## src/rtl/mem_access_unit_pkg.sv

```systemverilog
// Shared definitions for the memory access unit: access-size codes, the
// FSM state encoding and a helper that decides whether an access is
// misaligned for its size.
package mem_access_unit_pkg;

  // Access size codes as presented by the MEM stage (3 behaves as word)
  localparam logic [1:0] MEM_SIZE_BYTE = 2'd0;
  localparam logic [1:0] MEM_SIZE_HALF = 2'd1;
  localparam logic [1:0] MEM_SIZE_WORD = 2'd2;

  // Access sequencer states
  typedef enum logic [1:0] {
    MA_IDLE = 2'd0,
    MA_REQ  = 2'd1,
    MA_DONE = 2'd2
  } ma_state_e;

  // Halfwords must sit on an even byte, words on a multiple of four.
  // Bytes can never be misaligned.
  function automatic logic size_misaligned(input logic [1:0] size,
                                           input logic [1:0] offset);
    logic mis;
    mis = 1'b0;
    case (size)
      MEM_SIZE_BYTE: mis = 1'b0;
      MEM_SIZE_HALF: mis = offset[0];
      default:       mis = |offset;
    endcase
    return mis;
  endfunction

endpackage

```

## src/rtl/mem_access_unit_if.sv

```systemverilog
// Bus side of the memory access unit: a req/ack transaction channel to a
// variable-latency data RAM.
//   req    master -> slave  request, held until ack
//   we     master -> slave  write strobe
//   addr   master -> slave  word address (byte address [ADDR_WIDTH+1:2])
//   be     master -> slave  byte enables, bit i covers bits [8i+7:8i]
//   wdata  master -> slave  store data replicated into the enabled lanes
//   rdata  slave -> master  read data, valid together with ack
//   ack    slave -> master  single-cycle completion
interface mem_access_unit_if #(
  parameter int ADDR_WIDTH = 30
) ();

  logic                  req;
  logic                  we;
  logic [ADDR_WIDTH-1:0] addr;
  logic [3:0]            be;
  logic [31:0]           wdata;
  logic [31:0]           rdata;
  logic                  ack;

  modport master (
    output req, we, addr, be, wdata,
    input  rdata, ack
  );

  modport slave (
    input  req, we, addr, be, wdata,
    output rdata, ack
  );

endinterface

```

## src/rtl/mem_access_unit_align.sv

```systemverilog
// Purely combinational lane steering for the memory access unit.
// Ports:
//   size, sign    access size code and load sign-extension select
//   offset        byte address bits [1:0]
//   rdata         raw word returned by the RAM
//   dout          right-aligned store data from the pipeline
//   load_data     selected lane, sign- or zero-extended to 32 bits
//   be, wdata     byte enables and lane-replicated store data
//   misaligned    the access does not fit its natural alignment
module mem_access_unit_align
  import mem_access_unit_pkg::*;
(
  input  logic [1:0]  size,
  input  logic        sign,
  input  logic [1:0]  offset,
  input  logic [31:0] rdata,
  input  logic [31:0] dout,
  output logic [31:0] load_data,
  output logic [3:0]  be,
  output logic [31:0] wdata,
  output logic        misaligned
);

  logic [7:0]  lane_byte;
  logic [15:0] lane_half;

  // Pick the addressed lane out of the read word, extend it, and build the
  // matching byte enables and replicated store data. Replicating the store
  // data means the RAM only has to honour the byte enables.
  always_comb begin
    lane_byte  = rdata[{offset, 3'b000} +: 8];
    lane_half  = offset[1] ? rdata[31:16] : rdata[15:0];
    load_data  = rdata;
    be         = 4'b1111;
    wdata      = dout;
    misaligned = size_misaligned(size, offset);
    case (size)
      MEM_SIZE_BYTE: begin
        load_data = {{24{sign & lane_byte[7]}}, lane_byte};
        be        = 4'b0001 << offset;
        wdata     = {4{dout[7:0]}};
      end
      MEM_SIZE_HALF: begin
        load_data = {{16{sign & lane_half[15]}}, lane_half};
        be        = offset[1] ? 4'b1100 : 4'b0011;
        wdata     = {2{dout[15:0]}};
      end
      default: begin
        load_data = rdata;
        be        = 4'b1111;
        wdata     = dout;
      end
    endcase
  end

endmodule

```

## src/rtl/mem_access_unit.sv

```systemverilog
// Bridges the MEM stage to a variable-latency data RAM. A MEM-stage request
// becomes one req/ack bus transaction; the pipeline is stalled until the
// access completes, a misaligned access is rejected without touching the
// bus, and a request that sees no ack within TIMEOUT cycles is aborted and
// flagged in the sticky bus_error.
// Ports:
//   clk, rst              clock and synchronous active-high reset
//   mem_ren, mem_wen      MEM-stage read / write request (both = write)
//   mem_size, mem_sign    access size and load sign-extension select
//   mem_addr, mem_dout    byte address and right-aligned store data
//   mem_din               aligned/extended load data, valid in DONE
//   mem_stall             hold IF..MEM while an access is in flight
//   misaligned            one-cycle pulse for a rejected access
//   bus_error             sticky timeout flag
//   bus                   req/ack bus to the RAM (master side)
module mem_access_unit
  import mem_access_unit_pkg::*;
#(
  parameter int ADDR_WIDTH = 30,
  parameter int TIMEOUT    = 255
) (
  input  logic                clk,
  input  logic                rst,
  input  logic                mem_ren,
  input  logic                mem_wen,
  input  logic [1:0]          mem_size,
  input  logic                mem_sign,
  input  logic [31:0]         mem_addr,
  input  logic [31:0]         mem_dout,
  output logic [31:0]         mem_din,
  output logic                mem_stall,
  output logic                misaligned,
  output logic                bus_error,
  mem_access_unit_if.master   bus
);

  localparam logic [7:0] TIMEOUT_CNT = TIMEOUT[7:0];

  ma_state_e             state_q, state_d;
  logic [7:0]            cnt_q, cnt_d;
  logic [31:0]           mem_din_q, mem_din_d;
  logic                  misaligned_q, misaligned_d;
  logic                  bus_error_q, bus_error_d;
  logic                  bus_req_q, bus_req_d;
  logic                  bus_we_q, bus_we_d;
  logic [ADDR_WIDTH-1:0] bus_addr_q, bus_addr_d;
  logic [3:0]            bus_be_q, bus_be_d;
  logic [31:0]           bus_wdata_q, bus_wdata_d;

  logic [31:0]           align_load;
  logic [3:0]            align_be;
  logic [31:0]           align_wdata;
  logic                  align_mis;

  // The pipeline keeps the request inputs stable while stalled, so the
  // same steering logic serves both request launch and load completion.
  mem_access_unit_align u_align (
    .size       (mem_size),
    .sign       (mem_sign),
    .offset     (mem_addr[1:0]),
    .rdata      (bus.rdata),
    .dout       (mem_dout),
    .load_data  (align_load),
    .be         (align_be),
    .wdata      (align_wdata),
    .misaligned (align_mis)
  );

  // State, counter and every registered output
  always_ff @(posedge clk) begin
    if (rst) begin
      state_q      <= MA_IDLE;
      cnt_q        <= '0;
      mem_din_q    <= '0;
      misaligned_q <= 1'b0;
      bus_error_q  <= 1'b0;
      bus_req_q    <= 1'b0;
      bus_we_q     <= 1'b0;
      bus_addr_q   <= '0;
      bus_be_q     <= '0;
      bus_wdata_q  <= '0;
    end else begin
      state_q      <= state_d;
      cnt_q        <= cnt_d;
      mem_din_q    <= mem_din_d;
      misaligned_q <= misaligned_d;
      bus_error_q  <= bus_error_d;
      bus_req_q    <= bus_req_d;
      bus_we_q     <= bus_we_d;
      bus_addr_q   <= bus_addr_d;
      bus_be_q     <= bus_be_d;
      bus_wdata_q  <= bus_wdata_d;
    end
  end

  // Next-state logic. Stall is asserted combinationally in IDLE as soon as
  // a request appears so the pipeline freezes in the same cycle. DONE drops
  // the stall, letting the pipeline advance on that edge; the old request
  // still visible on the inputs there is deliberately ignored. An ack wins
  // over a timeout that would expire in the same cycle.
  always_comb begin
    state_d      = state_q;
    cnt_d        = cnt_q;
    mem_din_d    = mem_din_q;
    misaligned_d = 1'b0;
    bus_error_d  = bus_error_q;
    bus_req_d    = bus_req_q;
    bus_we_d     = bus_we_q;
    bus_addr_d   = bus_addr_q;
    bus_be_d     = bus_be_q;
    bus_wdata_d  = bus_wdata_q;
    mem_stall    = 1'b0;

    case (state_q)
      MA_IDLE: begin
        if (mem_ren | mem_wen) begin
          mem_stall = 1'b1;
          if (align_mis) begin
            mem_din_d    = '0;
            misaligned_d = 1'b1;
            state_d      = MA_DONE;
          end else begin
            bus_addr_d  = mem_addr[ADDR_WIDTH+1:2];
            bus_we_d    = mem_wen;
            bus_be_d    = align_be;
            bus_wdata_d = align_wdata;
            bus_req_d   = 1'b1;
            cnt_d       = '0;
            state_d     = MA_REQ;
          end
        end
      end

      MA_REQ: begin
        mem_stall = 1'b1;
        if (bus.ack) begin
          bus_req_d = 1'b0;
          mem_din_d = bus_we_q ? 32'd0 : align_load;
          state_d   = MA_DONE;
        end else if (cnt_q == TIMEOUT_CNT) begin
          bus_req_d   = 1'b0;
          mem_din_d   = '0;
          bus_error_d = 1'b1;
          state_d     = MA_DONE;
        end else begin
          cnt_d = cnt_q + 8'd1;
        end
      end

      MA_DONE: begin
        state_d = MA_IDLE;
      end

      default: begin
        state_d = MA_IDLE;
      end
    endcase
  end

  assign mem_din    = mem_din_q;
  assign misaligned = misaligned_q;
  assign bus_error  = bus_error_q;
  assign bus.req    = bus_req_q;
  assign bus.we     = bus_we_q;
  assign bus.addr   = bus_addr_q;
  assign bus.be     = bus_be_q;
  assign bus.wdata  = bus_wdata_q;

endmodule

```

## src/flat_wrapper.sv

```systemverilog
// flat-port wrapper written by rule: the top's interface ports become plain ports
module mem_access_unit_flat import mem_access_unit_pkg::*;
#(
  parameter int ADDR_WIDTH = 30,
  parameter int TIMEOUT    = 255
)
  (clk, rst, mem_ren, mem_wen, mem_size, mem_sign, mem_addr, mem_dout, mem_din, mem_stall, misaligned, bus_error, bus_req, bus_we, bus_addr, bus_be, bus_wdata, bus_rdata, bus_ack);
  mem_access_unit_if #(.ADDR_WIDTH(ADDR_WIDTH)) bus_i ();
  input  logic clk;
  input  logic rst;
  input  logic mem_ren;
  input  logic mem_wen;
  input  logic [1:0] mem_size;
  input  logic mem_sign;
  input  logic [31:0] mem_addr;
  input  logic [31:0] mem_dout;
  output logic [31:0] mem_din;
  output logic mem_stall;
  output logic misaligned;
  output logic bus_error;
  output wire logic [$bits(bus_i.req)-1:0] bus_req;
  output wire logic [$bits(bus_i.we)-1:0] bus_we;
  output wire logic [$bits(bus_i.addr)-1:0] bus_addr;
  output wire logic [$bits(bus_i.be)-1:0] bus_be;
  output wire logic [$bits(bus_i.wdata)-1:0] bus_wdata;
  input wire logic [$bits(bus_i.rdata)-1:0] bus_rdata;
  input wire logic [$bits(bus_i.ack)-1:0] bus_ack;
  assign bus_req = bus_i.req;
  assign bus_we = bus_i.we;
  assign bus_addr = bus_i.addr;
  assign bus_be = bus_i.be;
  assign bus_wdata = bus_i.wdata;
  assign bus_i.rdata = bus_rdata;
  assign bus_i.ack = bus_ack;
  mem_access_unit #(.ADDR_WIDTH(ADDR_WIDTH), .TIMEOUT(TIMEOUT)) u_core (.clk(clk), .rst(rst), .mem_ren(mem_ren), .mem_wen(mem_wen), .mem_size(mem_size), .mem_sign(mem_sign), .mem_addr(mem_addr), .mem_dout(mem_dout), .mem_din(mem_din), .mem_stall(mem_stall), .misaligned(misaligned), .bus_error(bus_error), .bus(bus_i));
endmodule
```

## config.mk

```make
export PLATFORM = sky130hd
export DESIGN_NAME = mem_access_unit_flat
export DESIGN_NICKNAME = d
export VERILOG_FILES = /design/src/rtl/mem_access_unit_pkg.sv /design/src/rtl/mem_access_unit_if.sv /design/src/rtl/mem_access_unit_align.sv /design/src/rtl/mem_access_unit.sv /design/src/flat_wrapper.sv
export SDC_FILE = /design/constraint.sdc
export NUM_CORES = 1
export LEC_CHECK = 0
export ABC_AREA = 1
export CAP_MARGIN = 20
export CORE_MARGIN = 2
export CORE_UTILIZATION = 38
export CTS_CLUSTER_DIAMETER = 150
export CTS_CLUSTER_SIZE = 14
export DETAILED_ROUTE_END_ITERATION = 16
export PLACE_DENSITY = 0.76
export SLEW_MARGIN = 20
export SYNTH_ARGS = -nofsm -noshare
export SYNTH_HDL_FRONTEND = slang
export SYNTH_SLANG_ARGS = --single-unit
```

## constraint.sdc

```tcl
create_clock -name clk -period 1.5 [get_ports clk]
set_input_delay 0.3 -clock clk [delete_from_list [all_inputs] [get_ports clk]]
set_output_delay 0.3 -clock clk [all_outputs]
set_load 0.05 [all_outputs]
```

After elaboration in Yosys (flattened, before gate mapping)

Index checks and enable logic that the tools add are counted.

Register bits after elaboration: 112
Bits in latches: 0
Bits in writable memories: 0
Memory bits (read-only): 0
Input port bits: 104
Output and inout bits: 103
Logic and storage cells: 70
Memories: 0

Add/sub/neg operators: 1
Multipliers: 0
Divide/modulo/power cells: 0
Order comparisons: 0
Eq/ne operators: 9
Shift operators: 2
Muxes and demuxes: 30
Bitwise logic cells: 7
Reductions and logical operators: 11

Operator list:

| operator            | number |
|---|---|
| $pmux 32 s2         | 3 |
| $mux 32             | 5 |
| $mux 8              | 4 |
| $shiftx 32x6->8     | 1 |
| $mux 16             | 1 |
| $pmux 8 s2          | 1 |
| $add 8x1->8 const B | 1 |
| $eq 8x8->1 const B  | 1 |
| $mux 2              | 4 |
| $pmux 4 s2          | 1 |
| $reduce_and 4->1    | 2 |
| $mux 1              | 6 |
| $ne 2x2->1 const B  | 3 |
| $pmux 1 s2          | 3 |
| $reduce_and 3->1    | 2 |
| $reduce_and 5->1    | 1 |
| $eq 2x1->1 const B  | 2 |
| $logic_not 2->1     | 2 |
| $mux 4              | 1 |
| $ne 2x1->1 const B  | 2 |
| $not 1->1           | 4 |
| $pmux 2 s2          | 1 |
| $shl 1x2->4 const A | 1 |
| $ne 3x2->1 const B  | 1 |
| 6 further kinds     | 7 |

Depth between registers and ports, before layout

Gate-level depths: netlist of run 1.

Word-level depth: 6
Mapped depth: 10
Depth with buffers taken out: 10

By module

Synthesis of run 1 repeated with hierarchy kept, for this count alone.

Cells, all modules: 741
Area, all modules: 5223.8 sq um

Modules (own cells, without submodules):

| module                | instances | cells each | area each (sq um) | sequential area each (sq um) |
|---|---|---|---|---|
| mem_access_unit       | 1         | 532        | 4105.2            | 2242.2 |
| mem_access_unit_align | 1         | 209        | 1118.6            | 0.0 |

Worst setup path after synthesis of run 1

OpenSTA, ideal clock, no wires.

Kind: input to register
From: input port mem_wen
To: register u_core.mem_din_q[26] (netlist: u_core.mem_din[26])
Setup time: 70 ps
Arrival: 1596 ps
Data required time: 1430 ps
Slack: -166 ps
Stages on the path: 6
Buffers on the path: 1
Path through: o21ai_0 > nand2_1 > nand3_1 > buf_2 > nand2_1 > a21oi_1

Word-level cells in the longest chain between the ends: 3

Ends and longest elaborated chain:

| what                              | RTL line               | RTL |
|---|---|---|
| start, declared                   | flat_wrapper.sv:12     | `input logic mem_wen;` |
| $or 1x1->1                        | mem_access_unit.sv:116 | `if (mem_ren \| mem_wen) begin` |
| $ne 2x1->1 (no source line)       | -                      |  |
| $reduce_and 4->1 (no source line) | -                      |  |
| end signal, assigned              | mem_access_unit.sv:85  | `mem_din_q <= mem_din_d;` |
| end, declared                     | mem_access_unit.sv:41  | `logic [31:0] mem_din_q, mem_din_d;` |

No other way between the ends.
A chain may end at the register's enable or synchronous reset.

Worst setup path after layout of run 1

From: register u_core.state_q[0]
To: output port mem_stall

Word-level cells in the longest chain between the ends: 2
Elaborated cells on any way between the ends: 3
Those cells by class: 1 x eq/ne; 1 x mux; 1 x reduce/logical

Ends and longest elaborated chain:

| what                                          | RTL line               | RTL |
|---|---|---|
| start, declared                               | mem_access_unit.sv:39  | `ma_state_e state_q, state_d;` |
| start signal, assigned                        | mem_access_unit.sv:83  | `state_q <= state_d;` |
| $eq 2x1->1 or $logic_not 2->1 (tied branches) | mem_access_unit.sv:114 | `case (state_q)` |
| $pmux 1 s2 *                                  | mem_access_unit.sv:114 |  |
| end, declared                                 | flat_wrapper.sv:18     | `output logic mem_stall;` |

Mark *: on every way between the ends. The rest lies on a longest branch, timed or not.

==> out/results.ini, run 1 <==
[synthesis]
synthAdderAreaFrac=0.002610
yosysUniqueCellTypes=24
synth_compound_area_frac=0.1853
synth_xor_area_frac=0.001827
syn_inst=695
yosysTopAreaCellShare=0.4676
synthFlopType=dfxtp_1
syn-num-nets=800
yosys_warnings=0
syn_area_per_cell_um2=6.899
synth_top_family_by_area=simple AND/OR/NAND/NOR gates
synthSimpleGateAreaFrac=0.2811
synth.area.top_cells=dfxtp_1 (47%), nand2_1 (14%), nor2_1 (8.6%)
synth-edff-count=0
muxShareOfSynthArea=0
synth_top_area_cell=dfxtp_1
synth_seq_area_share=0.4676
syn_area_mm2=0.004795
synth_seq_cells=112
async_flop_share=0

[placement]
port_buffers=206
placed_area_mm2=0.008394
gp_congestion=0.8980
post-dp-hpwl_um=12380
place_inst=1082

[timing]
rsz0062_at_grt=true
worstMarginPinSlew_ns=0.2789
whs_ns=0.3554
finalMaxSlewViolations=0
finalSetupViolations=28
fmax_mhz=642.0
relSlewSlack=0.8121
worst_slack_ns=-0.05764
hold_viol_final=0
finClkSkew_ns=0.009188
period_minus_slack_ns=1.558
min_period_over_period=1.038

[critical_path]
crit_type=flip-flop to primary output
endpoint_kind=primary output
slowest_delay_ns=0.34
cp_slowest_cell=dfxtp_2
cp_max_fo=2
start_kind=flip-flop
path_buf_inv=2
crit_arrival_ns=1.26
worstPathRequired_ns=1.20
crit_family=flip-flops
crit_chain=nor2_4 -> o21ai_2 -> nand2_4 -> buf_6 -> buf_12

[clock_network]
tritoncts=done
clock_sinks=112
cts-root-buf=clkbuf_16
htreeDepth=3
clk_latency_ns=0.36
clk_path_buf_depth=2
cts_buffers=9
clkTransAtPathRegs_ns=0.08

[detailed_routing]
drtAntennaViolNets=0
drt_iter0_markers=453
via_per_inst=5.146
drtPass1Iterations=5
wl_um=18570
num_vias=5758
wl_per_cell_um=16.60
drc_errors=0

[final_layout]
multi_input_area_mm2=0.002582
final_net_count=1048
drive_gt1_frac=0.2988
fin_util=0.7541
fin_cells=1119
area.sequential_mm2=0.002251
n_antenna_cell=0
design_area_mm2=0.009400
area_growth_pct=96.06
fillCellCount=812

[die]
die-area_mm2=0.01353
initial_core_util=0.3846
die_h_um=116.3
num_rows=41
die_w_um=116.3
pin_count=207
fp.coreArea_mm2=0.01247

[job]
max_cap_viol_count=0

[grt]
grt_pass1_vias=5381
antenna_found_initial=0
grt_pass1_wl_um=26900
track_usage=0.2555
grt_max_degree=40
grt-ovfl-total=0

[run_status]
status=complete, but fails checks
violations=negative setup slack

[worst_hold_path]
min_path_type=input port to flip-flop

[power_and_ir_drop]
ir_worst_vdd_v=0.0006887
p_per_area_mw_per_mm2=1079
cellLeakagePower_nw=3.901

-- final timing paths --
check / startpoint / to / slack, ns / cells past startpoint
worst max-delay path: u_core.state_q[0] / mem_stall / -0.06 / 5
worst min-delay path: mem_wen / u_core.bus.we / 0.36 / 3
worst max register to register: u_core.cnt_q[3] / u_core.mem_din[26] / -0.04 / 8
worst min register to register: u_core.bus.req / u_core.bus.req / 0.50 / 2
-- metal layers --
layer | routed length (um) | global-route usage
met1 | 7667 | 0.3241
met4 | 808 | 0.1421
met2 | 9048 | 0.4163
met3 | 1047 | 0.03996
met5 | 0 | 0
-- cell usage in the layout, fill, tap and decap left out, drive strengths merged --
master,count
a21oi,82
clkbuf,13
clkdlybuf4s50,97
ha,1
nor2,111
bufinv,2
dlygate4sd2,5
a21o,1
dlymetal6s2s,1
dfxtp,112
nand4,1
nand3b,2
buf,173
inv,28
nor3,2
clkinv,1
nand3,44
o21ai,78
a31oi,11
o31ai,1
clkinvlp,3
nand2,177
xor2,1
-- kinds of logic after synthesis --
group	count (synthesis)
XOR/XNOR	1
AO/OA/AOI/OAI	173
flip-flops	112
buffers and inverters	71
adder cells (fa/ha/maj)	1
AND/OR/NAND/NOR	337
-- worst register-to-register path: stages (launching register included) --
cell and delay (ns):
dfxtp_2 0.35, nand2_2 0.09, nor2_4 0.15, nand3b_1 0.12
nand2_2 0.14, nand3_4 0.21, buf_16 0.23, nand2_1 0.07
a21oi_1 0.07
-- state kept, by name, indices dropped and copies added, names as in the netlist --
register,cells
u_core.misaligned,1
u_core.bus.be,4
u_core.bus.wdata,32
u_core.bus.we,1
u_core.state_q,2
u_core.bus.req,1
u_core.cnt_q,8
u_core.mem_din,32
u_core.bus.addr,30
u_core.bus_error,1
-- area by class of cell --
type,count,area share
Timing Repair Buffer,280,0.4165
Clock inverter,6,0.009983
Multi-Input combinational cell,512,0.2747
Tap cell,172,0.02289
Clock buffer,9,0.02396
Inverter,28,0.01251
Sequential cell,112,0.2395
-- synth_stat cells, types with 2 or more instances --
cell,n
nor3_1,2
nor2_1,110
nand3_2,2
nand2_1,176
buf_2,17
clkbuf_1,24
o21ai_0,72
a31oi_1,11
buf_4,2
nand3b_1,2
dfxtp_1,112
o21ai_1,5
nand3_1,42
a21oi_1,82
inv_1,23
inv_2,5
-- metrics by stage --
stage	setup slack, ns	power, W	setup TNS, ns
4_1_cts	-0.04987	0.009824	-0.04987
3_5_place_dp	-0.4747	0.007013	-44.23
3_3_place_gp	-0.4206	0.006966	-41.84
6_report	-0.05764	0.01015	-0.5587
5_1_grt	-0.1435	0.01050	-4.989
2_1_floorplan	0.07632	0.005109	0
-- report_power, final --
group          total, W  internal, W  switching (W)
logic           0.00397      0.00192        0.00205
registers       0.00353      0.00325       0.000286
clock network   0.00264      0.00147        0.00117
total            0.0101      0.00663        0.00351
-- timing repair --
item / 4_1_cts / 5_1_grt
setup endpoints to repair: 84 / 106
hold buffers: 0 / 0
hold endpoints to repair: 0 / 0
pin swaps: 7 / 19
buffers inserted: 10 / 6
gates resized for setup: 35 / 122
gates cloned: 3 / 4
No activity file was read; power rests on OpenSTA's default activity.
==> inputs of run 2 (changes only) <==
Settings changed: CORE_UTILIZATION 38 to 36, PLACE_DENSITY 0.76 to 0.73.
==> out/results.ini, run 2 (synthesis results as in run 1) <==
[critical_path]
crit_arrival_ns=1.32  ; +0.06 ns
crit_type=flip-flop to primary output
crit_family=buffers and inverters
cp_slowest_cell=dfxtp_2
ff2ff_setup_slack_ns=-0.11  ; -0.07 ns
endpoint_kind=primary output
slowest_delay_ns=0.33  ; about the same
start_kind=flip-flop
crit_start=u_core.state_q[1]
worstReg2RegStart=u_core.cnt_q[1]
path_buf_inv=3  ; +1
crit_chain=nor2_4 -> o21ai_2 -> buf_6 -> nand2_4 -> buf_6 -> buf_12
cp_max_fo=2  ; unchanged
worstPathRequired_ns=1.20  ; about the same
cp_common_cell=buf_6

[grt]
grt_pass1_vias=5157  ; -4.2%
grt_pass1_wl_um=27010  ; +0.38%
track_usage=0.2390  ; -0.01649
grt_max_degree=42  ; +5.0%
grt-ovfl-total=0  ; unchanged
antenna_found_initial=0  ; unchanged

[final_layout]
drive_gt1_frac=0.3065  ; +0.007700
design_area_mm2=0.009447  ; +0.49%
fillCellCount=965  ; +19%
n_antenna_cell=0  ; unchanged
multi_input_area_mm2=0.002750  ; +6.5%
final_net_count=1033  ; -1.4%
most-common-layout-cells=nand2_1 (134), buf_12 (111), nor2_1 (106), dfxtp_1 (106), clkdlybuf4s50_1 (98)
final_common_cell=nand2_1
fin_util=0.7190  ; -0.03504
area.sequential_mm2=0.002250  ; about the same
area_growth_pct=97.03

[placement]
post-dp-hpwl_um=12490  ; +0.94%
port_buffers=206  ; unchanged
gp_congestion=0.8785  ; -2.2%
placed_area_mm2=0.008362  ; -0.39%

[detailed_routing]
drtPass1Iterations=5  ; unchanged
topRoutingLayerUsed=met4
wl_per_cell_um=16.36  ; -1.4%
drtAntennaViolNets=0  ; unchanged
drt_iter0_markers=525  ; +16%
wl_met1_um=7684  ; +0.22%
via_per_inst=5.102  ; -0.85%
wl_um=18150  ; -2.3%
wl_met3_um=1006  ; -3.9%
drc_errors=0  ; unchanged
num_vias=5658  ; -1.7%
met2_length_um=8856  ; -2.1%

[clock_network]
clock_sinks=112  ; unchanged
cts_hold_buf=0  ; unchanged
tritoncts=done
clk_path_buf_depth=2  ; unchanged
clkTransAtPathRegs_ns=0.07  ; about the same
htreeDepth=3  ; unchanged
cts_buffers=9  ; unchanged
cts-root-buf=clkbuf_16
clk_latency_ns=0.36  ; about the same

[timing]
worst_slack_ns=-0.1188  ; -0.06114 ns
finClkSkew_ns=0.008490  ; -0.0006987 ns
relSlewSlack=0.7995  ; -0.01261
min_period_over_period=1.079  ; +0.04076
rsz0062_at_grt=true
worstMarginPinSlew_ns=0.3007  ; +0.02187 ns
hold_viol_final=0  ; unchanged
finalMaxSlewViolations=0  ; unchanged
fmax_mhz=617.8  ; -3.8%
whs_ns=0.3786  ; +0.02319 ns
finalSetupViolations=33  ; +18%
period_minus_slack_ns=1.619  ; +0.06114 ns

[die]
fp.coreArea_mm2=0.01314  ; +5.4%
pin_count=207  ; unchanged
die_h_um=119.4  ; +2.6%
die_w_um=119.4  ; +2.6%
initial_core_util=0.3650  ; -0.01967
die-area_mm2=0.01426  ; +5.4%
num_rows=42  ; +2.4%

[power_and_ir_drop]
p_per_area_mw_per_mm2=1085  ; +0.54%
ir_worst_vdd_v=0.0007036  ; +2.2%
p_total_w=0.01025  ; +1.0%
cellLeakagePower_nw=3.942  ; +1.1%

[worst_hold_path]
min_path_type=input port to flip-flop
holdCritStartpoint=mem_wen

[job]
max_cap_viol_count=0  ; unchanged

[run_status]
violations=negative setup slack
status=complete, but fails checks

## run 2: cell types whose count changed in the layout (fill, tap and decap cells not counted), sizes merged
cell	delta
clkinv	+1
bufinv	+1
clkdlybuf4s50	+1
dlygate4sd2	-3
clkbuf	+1
dlymetal6s2s	+2
buf	-16
clkinvlp	-1
## run 2: metal layers
metal | up-vias | track usage
met2 | 235 | 0.3883
met1 | 2632 | 0.3189
li1 | 2749 | -
met5 | - | 0
met4 | 0 | 0.09559
met3 | 42 | 0.03640
## run 2: where the power goes
group,internal [W],total (W),leakage [nW],switching [W]
Combinational,0.00186,0.00392,2.86,0.00206
Clock,0.00164,0.00279,0.162,0.00116
Sequential,0.00325,0.00354,0.920,0.000295
Total,0.00674,0.0103,3.94,0.00351
## run 2: per-stage QoR
stage          TNS (ns)  worst slack (ns)  std cells
2_1_floorplan         0           0.07632        695
3_3_place_gp     -41.60           -0.5301       1081
3_5_place_dp     -44.76           -0.5784       1081
4_1_cts          -1.015           -0.1194       1101
5_1_grt          -5.976           -0.2127       1109
6_report         -2.539           -0.1188       1109
## run 2: timing repair
item	in CTS	in global routing
cloned	0	6
endpoints found under the hold margin	0	0
buffers inserted	4	2
gates resized for setup	19	161
pin swaps	4	40
setup endpoints to repair	80	109
## run 2: layout make-up
cell class,count,share of cell area
repair buffers,265,0.3991
flip-flops and latches,112,0.2381
multi-input cells,512,0.2911
well taps,176,0.02331
inverters,28,0.01192
clock inverters,7,0.01258
clock buffers,9,0.02384
## run 2: path summary, 6_finish.rpt
path,to,cells after the start
setup / recovery,mem_stall,6
hold / removal,u_core.bus.we,3
setup reg to reg,u_core.mem_din[16],9
hold reg to reg,u_core.bus.req,2
## run 2: tightest hold or removal path, cell delays in order
cell and delay [ns]:
dlygate4sd2_1 0.24, nand3_1 0.08, o21ai_0 0.07
